--- src/rtl/mv_select.sv ---
// Minimum-SAD tracker for a block-matching search window; aligns the PE SAD stream
// with the delayed controller schedule and hands the winning vector to a 1-entry buffer.
module mv_select #(
  parameter int SAD_WIDTH   = 16,
  parameter int PE_LAT      = 2,
  parameter int SEARCH_ROWS = 15
) (
  input  logic                 clk,
  input  logic                 rst_n,
  input  logic                 en_init,
  input  logic                 en_pe,
  input  logic [3:0]           ctr_word,
  input  logic [SAD_WIDTH-1:0] sad_in,
  output logic [3:0]           mv_x,
  output logic [3:0]           mv_y,
  output logic [SAD_WIDTH-1:0] sad_min,
  output logic                 mv_valid,
  input  logic                 mv_ready,
  output logic                 overflow
);

  localparam int RW = (SEARCH_ROWS > 1) ? $clog2(SEARCH_ROWS) : 1;
  localparam logic [RW-1:0] LAST_ROW = RW'(SEARCH_ROWS - 1);

  function automatic logic [3:0] mv_offset(input logic [4:0] pos, input logic [4:0] centre);
    logic signed [4:0] diff;
    diff = $signed(pos - centre);
    return diff[3:0];
  endfunction

  logic                 en_p0  [PE_LAT];
  logic [3:0]           col_p0 [PE_LAT];
  logic                 d_en;
  logic [3:0]           d_col;

  logic [SAD_WIDTH-1:0] best_sad_p1;
  logic [3:0]           best_col_p1;
  logic [RW-1:0]        best_row_p1;
  logic [RW-1:0]        row_cnt_p1;
  logic                 first_p1;
  logic                 seen_p1;
  logic                 d_en_q_p1;

  logic                 vld_p2;
  logic [3:0]           res_x_p2;
  logic [3:0]           res_y_p2;
  logic [SAD_WIDTH-1:0] res_sad_p2;

  logic                 accept;
  logic                 take;
  logic                 burst_end;

  // Stage p0: schedule delay line, PE_LAT deep, so d_en/d_col line up with sad_in
  always_ff @(posedge clk) begin
    if (!rst_n || en_init) begin
      for (int i = 0; i < PE_LAT; i++) begin
        en_p0[i]  <= 1'b0;
        col_p0[i] <= '0;
      end
    end else begin
      en_p0[0]  <= en_pe;
      col_p0[0] <= ctr_word;
      for (int i = 1; i < PE_LAT; i++) begin
        en_p0[i]  <= en_p0[i-1];
        col_p0[i] <= col_p0[i-1];
      end
    end
  end

  assign d_en  = en_p0[PE_LAT-1];
  assign d_col = col_p0[PE_LAT-1];

  always_comb begin
    accept    = d_en && (d_col != 4'd0);
    take      = accept && (first_p1 || (sad_in < best_sad_p1));
    burst_end = d_en_q_p1 && !d_en && seen_p1;
  end

  // Stage p1: running minimum over the window; strict compare keeps the earliest tie
  always_ff @(posedge clk) begin
    if (!rst_n) begin
      best_sad_p1 <= '0;
      best_col_p1 <= '0;
      best_row_p1 <= '0;
      row_cnt_p1  <= '0;
      first_p1    <= 1'b1;
      seen_p1     <= 1'b0;
      d_en_q_p1   <= 1'b0;
      vld_p2      <= 1'b0;
      res_x_p2    <= '0;
      res_y_p2    <= '0;
      res_sad_p2  <= '0;
    end else begin
      vld_p2 <= 1'b0;
      if (en_init) begin
        best_sad_p1 <= '0;
        best_col_p1 <= '0;
        best_row_p1 <= '0;
        row_cnt_p1  <= '0;
        first_p1    <= 1'b1;
        seen_p1     <= 1'b0;
        d_en_q_p1   <= 1'b0;
      end else begin
        d_en_q_p1 <= d_en;
        if (take) begin
          best_sad_p1 <= sad_in;
          best_col_p1 <= d_col;
          best_row_p1 <= row_cnt_p1;
        end
        if (accept) begin
          first_p1 <= 1'b0;
          seen_p1  <= 1'b1;
        end
        if (burst_end) begin
          seen_p1 <= 1'b0;
          if (row_cnt_p1 != LAST_ROW) begin
            row_cnt_p1 <= row_cnt_p1 + 1'b1;
          end else begin
            vld_p2     <= 1'b1;
            res_x_p2   <= mv_offset({1'b0, best_col_p1}, 5'd8);
            res_y_p2   <= mv_offset(5'(best_row_p1), 5'd7);
            res_sad_p2 <= best_sad_p1;
            first_p1   <= 1'b1;
            row_cnt_p1 <= '0;
          end
        end
      end
    end
  end

  // Stage p2: one-entry result buffer; a commit into a full, stalled buffer is dropped
  always_ff @(posedge clk) begin
    if (!rst_n) begin
      mv_x     <= '0;
      mv_y     <= '0;
      sad_min  <= '0;
      mv_valid <= 1'b0;
      overflow <= 1'b0;
    end else if (vld_p2) begin
      if (!mv_valid || mv_ready) begin
        mv_x     <= res_x_p2;
        mv_y     <= res_y_p2;
        sad_min  <= res_sad_p2;
        mv_valid <= 1'b1;
      end else begin
        overflow <= 1'b1;
      end
    end else if (mv_valid && mv_ready) begin
      mv_valid <= 1'b0;
    end
  end

endmodule

--- config.mk ---
export PLATFORM = sky130hd
export DESIGN_NAME = mv_select
export DESIGN_NICKNAME = d
export VERILOG_FILES = /design/src/rtl/mv_select.sv
export SDC_FILE = /design/constraint.sdc
export NUM_CORES = 1
export LEC_CHECK = 0
export CORE_UTILIZATION = 30
export DETAILED_ROUTE_END_ITERATION = 8
export MAX_ROUTING_LAYER = met4
export PLACE_DENSITY = 0.46
export SYNTH_ARGS = -nofsm -noshare
export SYNTH_HDL_FRONTEND = slang
export SYNTH_SLANG_ARGS = --single-unit
export TNS_END_PERCENT = 5
--- constraint.sdc ---
create_clock -name clk -period 6.2 [get_ports clk]
set_input_delay 1.24 -clock clk [delete_from_list [all_inputs] [get_ports clk]]
set_output_delay 1.24 -clock clk [all_outputs]
set_load 0.1 [all_outputs]
Word-level counts from Yosys, hierarchy flattened
Memory sizes are Yosys's and may differ from the RTL's.
Cells that the tools add are included.
Storage, ports and cells
  register bits: 82
  output and inout bits: 26
  memories: 2
  bits in read-only memories: 0
  latch bits: 0
  memory bits (writable): 10
Operators by class
  mux-type cells: 15
  div/mod/pow operators: 0
  equality and inequality tests: 2
  reductions and logical operators: 20
  order comparisons: 1
  shift operators: 0
  $mul: 0
  bitwise operators: 9
  add/subtract/negate cells: 3
Memory list
  col_p0: depth 2, bits a word 4, rd ports 2, clocked after memory_dff 0, write ports 2, RTL line 32  | logic [3:0] col_p0 [PE_LAT];
  en_p0: depth 2, bits a word 1, rd ports 2, clocked after memory_dff 0, write ports 2, RTL line 31  | logic en_p0 [PE_LAT];
Operators with widths (number)
  $lt A16 B16 Y1: 1
  $mux W1: 12
  $mux W4: 3
  $reduce_and A2 Y1: 3
  $reduce_or A3 Y1: 2
  $logic_and A1 B1 Y1: 5
  $not A1 Y1: 5
  $add A4 B1 Y4 const B: 1
  $ne A4 B4 Y1 const B: 1
  $or A1 B1 Y1: 4
  $reduce_bool A4 Y1: 1
  $sub A4 B3 Y4 const B: 1
  $sub A4 B4 Y4 const B: 1
  $logic_not A1 Y1: 3
  $logic_or A1 B1 Y1: 3
  $reduce_and A3 Y1: 1
  $ne A2 B1 Y1 const B: 1
  $reduce_bool A2 Y1: 1
  $reduce_or A2 Y1: 1

Depth between registers and ports, before layout
Gate-level depths: netlist (run 1).
  word-level depth: 5
  depth in mapped cells: 8
  gate-level depth less buffers: 7

Least setup slack after synthesis (run 1)
No wires, ideal clock.
  path kind: input port to flip-flop
  from: input sad_in[9]
  to: register best_col_p1[0]
  setup slack: 3.241 ns
  buffers on the path: 1
  required time: 6.082 ns
  arrival time: 2.840 ns
  stages: 7
  path through: ha_1 a21oi_1 o21ai_0 a2111oi_1 o22ai_4 buf_12 mux2i_1
Between the ends
  word-level cells in the longest chain between the ends: 3
Ends and longest elaborated chain
  from (decl): RTL line 13  | input logic [SAD_WIDTH-1:0] sad_in,
  $lt A16 B16 Y1: RTL line 75  | take = accept && (first_p1 || (sad_in < best_sad_p1));
  $logic_or A1 B1 Y1: RTL line 75
  $logic_and A1 B1 Y1: RTL line 75
  to (signal assigned): RTL line 107  | best_col_p1 <= d_col;
  to (decl): RTL line 37  | logic [3:0] best_col_p1;
No other way between the ends.
A chain may end at the register's enable or synchronous reset.

Worst setup path after layout (run 1)
  from: input sad_in[14]
  to: register best_sad_p1[6]
Between the ends
  word-level cells in the longest chain between the ends: 3
Ends and longest elaborated chain
  $lt A16 B16 Y1: RTL line 75
  $logic_or A1 B1 Y1: RTL line 75
  $logic_and A1 B1 Y1: RTL line 75
  to (signal assigned): RTL line 106  | best_sad_p1 <= sad_in;
  to (decl): RTL line 36  | logic [SAD_WIDTH-1:0] best_sad_p1;
No other way between the ends.

==> results.md, run 1 <==
- Final slew viol count: 0
- Die footprint: 13400 um2
- Clock skew: 0.00673 ns
- First-pass GRT wire length: 13500 um
- CTS Sinks: 92
- Mapped Cells: 433
- RD Place Congestion: 0.742
- Share of layout cells above drive strength 1: 0.0441
- Synth top area share: 0.475
- Setup Crit Path Kind: in -> reg
- Worst setup margin: 2.65 ns
- Crit path to: best_sad_p1[6]
- ANT cells: 0
- HP Class: reg -> reg
- Lkg Pwr: 1.75 nW
- Xor/xnor share of the synthesized area: 0.00452
- Die Y: 116 um
- P per Cell Area: 240 nW/um2
- Crit. End Element: flip-flop
- H-tree levels: 3
- Routed len/inst: 12.2 um
- DR vias: 2810
- CP Max Fanout: 24
- Post-synthesis net count: 474
- Final core utilization: 0.374
- Skew-Pair Late Insertion Delay: 0.33 ns
- Cts bufs inserted: 9
- CTS tree: built
- DRT antenna net count: 0
- Residual DRC: 0
- Max-cap violations: 0
- Compound-Gate Fraction of Synth Area: 0.140
- Yosys reg bits: 92
- Largest net degree at the start of global routing: 62
- Setup Buffers After CTS: 0
- WL met1: 4350 um
- Hold_sp: col_p0[0][1]
- Top Metal Used: met4
- Via density: 4.34
- Worst ir drop on vdd: 0.149 mV
- Fin crit share: 0.573
- Mux cell area share after synthesis: 0.0645
- Main combinational cell family by area after synthesis: simple AND/OR/NAND/NOR gates
- Io pins: 51
- Critical path launch point type: primary input
- Area delta synth->final: 21.6%
- Initial core utilization: 0.307
- HPWL Detailed: 5480 um
- Post-synthesis simple-gate area fraction: 0.205
- Worst-margin pin slew: 1.08 ns
- Met2 wire len: 3160 um
- Ys async rst share: 0
- Setup crit start: sad_in[14]
- Synth Warn #: 0
- Total gr overflow: 0
- Post-layout nets: 514
- Fin. Hold Viols: 0
- Syn Std Cell Area: 3880 um2
- Global Route Usage Sum: 0.134
- DR WL met3: 301 um
- Core footprint: 12600 um2
- R2r setup slk: 3.53 ns
- # setup viols final: 0
- Worst-path clk slew: 0.06 ns
- Status: finished clean
- Place WS: 2.30 ns
- Vias in the first global route: 2643
- IO buf count: 50
- Req. time, crit path: 6.45 ns
- DIE WIDTH: 116 um
- Min Tclk post-route: 3.55 ns
- CTS Buffer Depth: 2
- Synth Flop Type: dfxtp_1
- Slew margin rel.: 0.281
- CTS Hold Bufs: 0
- Fin cells: 648
- Resize count post-CTS: 0
- Setup TNS: 0 ns
- Reg-to-reg startpoint: col_p0[0][7]
- RSZ-0062 raised after global routing: false
- Worst reg-to-reg path cell count: 5
- Syn Area/Cell: 8.96 um2
- Arr. time, crit path: 3.80 ns
- Post-synthesis adder-cell area fraction: 0.0516
- Std-Cell Rows: 41
- Reg-to-reg endpoint: best_sad_p1[6]
- # fillers: 1335
- Top cells by area, synth: dfxtp_1 (47%), nand2_1 (14%), a21boi_0 (7.4%), mux2i_1 (6.5%), ha_1 (5.2%)
- Fmax: 0.282 GHz
- DRT Pass-1 Iters: 6
- CTS Root Cell: clkbuf_16
- Cells after DPL: 634
- Wirelength, routed: 7930 um
- Initial DRC count: 106
- Register area share after synthesis: 0.475
- Post-synth cell types: 41
- Synth area leader: dfxtp_1
- Initial antenna violation count: 0
- Post-synth EDFFs: 0
metal layers:
metal,up-vias,global-route usage
li1,1504,-
met4,0,0.0513
met1,1244,0.185
met3,8,0.0319
met2,54,0.186
met5,-,-
synth_stat cells (all sizes together) (3+ instances only):
| master | count |
|---|---|
| dfxtp | 92 |
| nand2 | 145 |
| mux2i | 25 |
| nor2 | 5 |
| a21oi | 9 |
| o21ai | 4 |
| and2 | 13 |
| nor3 | 3 |
| nor2b | 4 |
| ha | 16 |
| buf | 3 |
| nand3 | 3 |
| inv | 16 |
| nand2b | 3 |
| a21boi | 47 |
| o211a | 3 |
| clkbuf | 22 |
worst max-delay path, cell delays in order:
cell             delay [ns]
clkdlybuf4s50_1        0.43
ha_1                   0.33
and4_1                 0.21
or4b_4                 0.48
o22ai_4                0.83
mux2i_1                0.27
kinds of logic (layout without fill, tap and decap cells):
group / count (synthesis) / count (layout)
adders and majority gates: 16 / 16
buffers and inverters: 41 / 84
and+or+nand+nor: 185 / 185
muxes: 25 / 25
DFF: 92 / 92
AOI/OAI and AO/OA: 72 / 72
xor gates and xnor gates: 2 / 2
metrics by stage:
step | hold slack, ns | instance area [um2] | power, mW
floorplan | 0.406 | 3880 | 0.635
global placement | 0.411 | 4460 | 0.656
detailed placement | 0.413 | 4460 | 0.657
CTS | 0.427 | 4720 | 1.15
global route | 0.441 | 4720 | 1.18
finish | 0.425 | 4720 | 1.13
worst min path at each step:
stage	end	slack, ns	cells past startpoint
6_report	col_p0[0][5]	0.43	1
5_1_grt	col_p0[0][5]	0.44	1
4_1_cts	en_p0[0][1]	0.43	1
3_3_place_gp	en_p0[0][1]	0.41	1
3_5_place_dp	en_p0[0][1]	0.41	1
2_1_floorplan	col_p0[0][4]	0.41	1
layout by cell type (no fill, tap or decap), types with 2 or more instances in the layout:
| cell | instances |
|---|---|
| a21boi_0 | 38 |
| a21boi_1 | 9 |
| a21oi_1 | 9 |
| and2_1 | 12 |
| buf_4 | 4 |
| clkbuf_1 | 2 |
| clkbuf_16 | 9 |
| clkdlybuf4s50_1 | 50 |
| dfxtp_1 | 92 |
| ha_1 | 16 |
| inv_1 | 16 |
| mux2i_1 | 25 |
| nand2_1 | 145 |
| nand2b_1 | 3 |
| nand3_1 | 3 |
| nor2_1 | 5 |
| nor2b_1 | 3 |
| nor3_1 | 3 |
| o211a_1 | 3 |
| o21ai_0 | 4 |
power breakdown:
part           switching, mW  total (mW)  internal [mW]  leakage [nW]
Sequential          0.000798       0.594          0.593         0.742
Clock                  0.212       0.489          0.278         0.125
Combinational         0.0227      0.0491         0.0264         0.883
Total                  0.235        1.13          0.897          1.75
layout make-up:
class	count	area (um2)	share of cell area
sequential	92	1840	0.390
multi-input combinational	300	1810	0.384
timing repair buffer	54	531	0.112
clock buffer	12	246	0.0523
tap	172	215	0.0456
inverter	16	60.1	0.0127
clock inverter	2	12.5	0.00265
flip-flops by register name, summed over array words and instances, names as in the netlist, 8 cells and up:
register	cells
sad_min	16
col_p0	8
res_sad_p2	16
best_sad_p1	16
Note: power is estimated with default switching activity, not from simulation.
==> inputs of run 2 (changes only) <==
--- a/config.mk
+++ b/config.mk
@@ -8,7 +8,7 @@
 export CORE_UTILIZATION = 30
 export DETAILED_ROUTE_END_ITERATION = 8
 export MAX_ROUTING_LAYER = met4
-export PLACE_DENSITY = 0.46
+export PLACE_DENSITY = 0.47
 export SYNTH_ARGS = -nofsm -noshare
 export SYNTH_HDL_FRONTEND = slang
 export SYNTH_SLANG_ARGS = --single-unit
==> constraint.sdc (replaced) <==
create_clock -name clk -period 2.95 [get_ports clk]
set_input_delay 0.59 -clock clk [delete_from_list [all_inputs] [get_ports clk]]
set_output_delay 0.59 -clock clk [all_outputs]
set_load 0.1 [all_outputs]
==> run 2 against run 1 <==
Compared with the run above:
- clock skew decreased by 0.0024 ns
- flip-flop and latch count unchanged
- clock-buffer cell count unchanged
- die area unchanged
- utilization about the same
- final area about the same
- clock power increased by 140%
- register-to-register slack got worse by 3.2 ns
- cell count increased by 0.77%
- total power increased by 120%
- global-route usage increased by 0.19 points
==> results.md, run 2 (synthesis gave the netlist of run 1 again) <==
- Status: finished clean
- DRT Pass-1 Iters: 4 (-2)
- Post-layout nets: 517 (+0.58%)
- Met1 GRT Util: 0.189 (+0.00342)
- Residual DRC: 0 (unchanged)
- Worst ir drop on vdd: 0.200 mV (+34%)
- RSZ-0062 raised after global routing: false
- HPWL Detailed: 5670 um (+3.5%)
- Setup Crit Path Kind: in -> reg
- CP Max Fanout: 12 (-50%)
- CTS Hold Bufs: 0 (unchanged)
- Req. time, crit path: 3.15 ns (-3.30 ns)
- P per Cell Area: 532 nW/um2 (+120%)
- HP Class: reg -> reg
- CTS Root Cell: clkbuf_16
- Final slew viol count: 0 (unchanged)
- Fmax: 0.353 GHz
- DR vias: 2850 (+1.4%)
- Clock skew: 0.00433 ns (-0.00240 ns)
- Setup Buffers After CTS: 0 (unchanged)
- Lkg Pwr: 1.84 nW (+5.0%)
- RD Place Congestion: 0.791 (+6.6%)
- Setup TNS: 0 ns (unchanged)
- Largest net degree at the start of global routing: 62 (unchanged)
- Core footprint: 12600 um2 (unchanged)
- Largest registers: best_sad_p1 x16, res_sad_p2 x16, sad_min x16
- CTS Sinks: 92 (unchanged)
- DRT antenna net count: 0 (unchanged)
- Max-cap violations: 0 (unchanged)
- H-tree levels: 3 (unchanged)
- Leading cell type in the layout, fill and taps excluded: nand2_1
- Worst-margin pin slew: 0.907 ns (-0.172 ns)
- DIE WIDTH: 116 um (unchanged)
- Global Route Usage Sum: 0.136 (+0.00189)
- Setup crit start: sad_in[14]
- Initial antenna violation count: 0 (unchanged)
- CTS tree: built
- # fillers: 1353 (+1.3%)
- Peak per-stage delay on the critical path: 0.60 ns (-0.23 ns)
- Met2 GRT Util: 0.183 (-0.00279)
- Fin crit share: 0.960
- GR peak layer: met1
- CTS Buffer Depth: 2 (unchanged)
- Min Tclk post-route: 2.83 ns
- Die footprint: 13400 um2 (unchanged)
- Routing usage on met3: 0.0277 (-0.00418)
- Hold_sp: col_p0[0][2]
- Initial core utilization: 0.307 (unchanged)
- IO buf count: 50 (unchanged)
- Fin. Hold Viols: 0 (unchanged)
- Routed len/inst: 12.7 um (+3.4%)
- Share of layout cells above drive strength 1: 0.110 (+0.0661)
- Io pins: 51 (unchanged)
- Arr. time, crit path: 3.03 ns (-0.77 ns)
- Die Y: 116 um (unchanged)
- ANT cells: 0 (unchanged)
- Commonest non-fill, non-tap cells in the layout: nand2_1 (145), dfxtp_1 (92), a21boi_0 (38)
- Area of the multi-input gates: 1830 um2 (+0.97%)
- Area delta synth->final: 21.7% (about the same)
- Initial DRC count: 143 (+35%)
- Sequential cell area: 1840 um2 (unchanged)
- Cells after DPL: 636 (+0.32%)
- CP max-delay cell: a2111oi_2
- Reg-to-reg startpoint: best_sad_p1[13]
- Vias in the first global route: 2591 (-2.0%)
- Crit. End Element: flip-flop
- Wirelength, routed: 8260 um (+4.2%)
- Std-Cell Rows: 41 (unchanged)
- Slew margin rel.: 0.395 (+0.114)
- Crit path cell chain: clkdlybuf4s50_1, ha_1, buf_4, a21oi_1, a21boi_0, a2111oi_2, o22ai_2, mux2i_1
- Worst-path clk slew: 0.06 ns (about the same)
- # setup viols final: 0 (unchanged)
- Fin cells: 653 (+0.77%)
- First-pass GRT wire length: 13300 um (-1.4%)
- Cts bufs inserted: 9 (unchanged)
- Via density: 4.36 (+0.65%)
- Total gr overflow: 0 (unchanged)
- WHS: 0.424 ns (-0.00150 ns)
- Skew-Pair Late Insertion Delay: 0.34 ns (about the same)
- Critical path launch point type: primary input
-- run 2: changes by cell type in the layout (fill, tap and decap cells not counted), sizes merged --
cell,delta
clkinvlp,-1
clkinv,+2
clkdlybuf4s50,-26
o22ai,+1
bufinv,+1
buf,+28
-- run 2: routing by layer --
| metal | wire length, um | vias up |
|---|---|---|
| met2 | 3360 | 42 |
| li1 | - | 1516 |
| met1 | 4460 | 1281 |
| met4 | 165 | 0 |
| met3 | 281 | 11 |
| met5 | 0 | - |
-- run 2: power breakdown --
| part | switching, mW | leakage, nW | internal (mW) |
|---|---|---|---|
| Combinational | 0.0498 | 0.948 | 0.0565 |
| Sequential | 0.00162 | 0.742 | 1.25 |
| Clock | 0.480 | 0.147 | 0.679 |
-- run 2: path summary, 6_finish.rpt --
| kind | cells after the start | slack, ns | endpoint |
|---|---|---|---|
| setup / recovery | 8 | 0.12 | best_sad_p1[10] |
| setup reg to reg | 6 | 0.35 | best_sad_p1[10] |
| hold reg to reg | 1 | 0.42 | col_p0[0][6] |
| hold / removal | 1 | 0.42 | col_p0[0][6] |
-- run 2: area by class of cell --
type | count | area share
flip-flops and latches | 92 | 0.390
multi-input cells | 301 | 0.387
repair buffers | 56 | 0.102
clock buffers | 12 | 0.0522
clock inverters | 4 | 0.0103
well taps | 172 | 0.0456
inverters | 16 | 0.0127
-- run 2: timing repair --
action	CTS	global route
hold endpoints to repair	0	0
setup endpoints to repair	0	24
resized for setup	0	1
-- run 2: critical path: cells and delay by family --
family / cells / cell delay [ns]
fa+ha+maj: 1 / 0.32
buf+inv: 2 / 0.57
mux: 1 / 0.21
compound gates: 4 / 1.33
-- run 2: metrics by stage --
step	util	setup slack (ns)	area [um2]	power, mW
3_3_place_gp	0.349	-0.226	4410	1.38
2_1_floorplan	-	0.641	3880	1.33
4_1_cts	0.373	0.0555	4700	2.56
3_5_place_dp	0.349	-0.307	4410	1.38
6_report	0.374	0.119	4720	2.51
5_1_grt	0.374	0.0329	4720	2.62
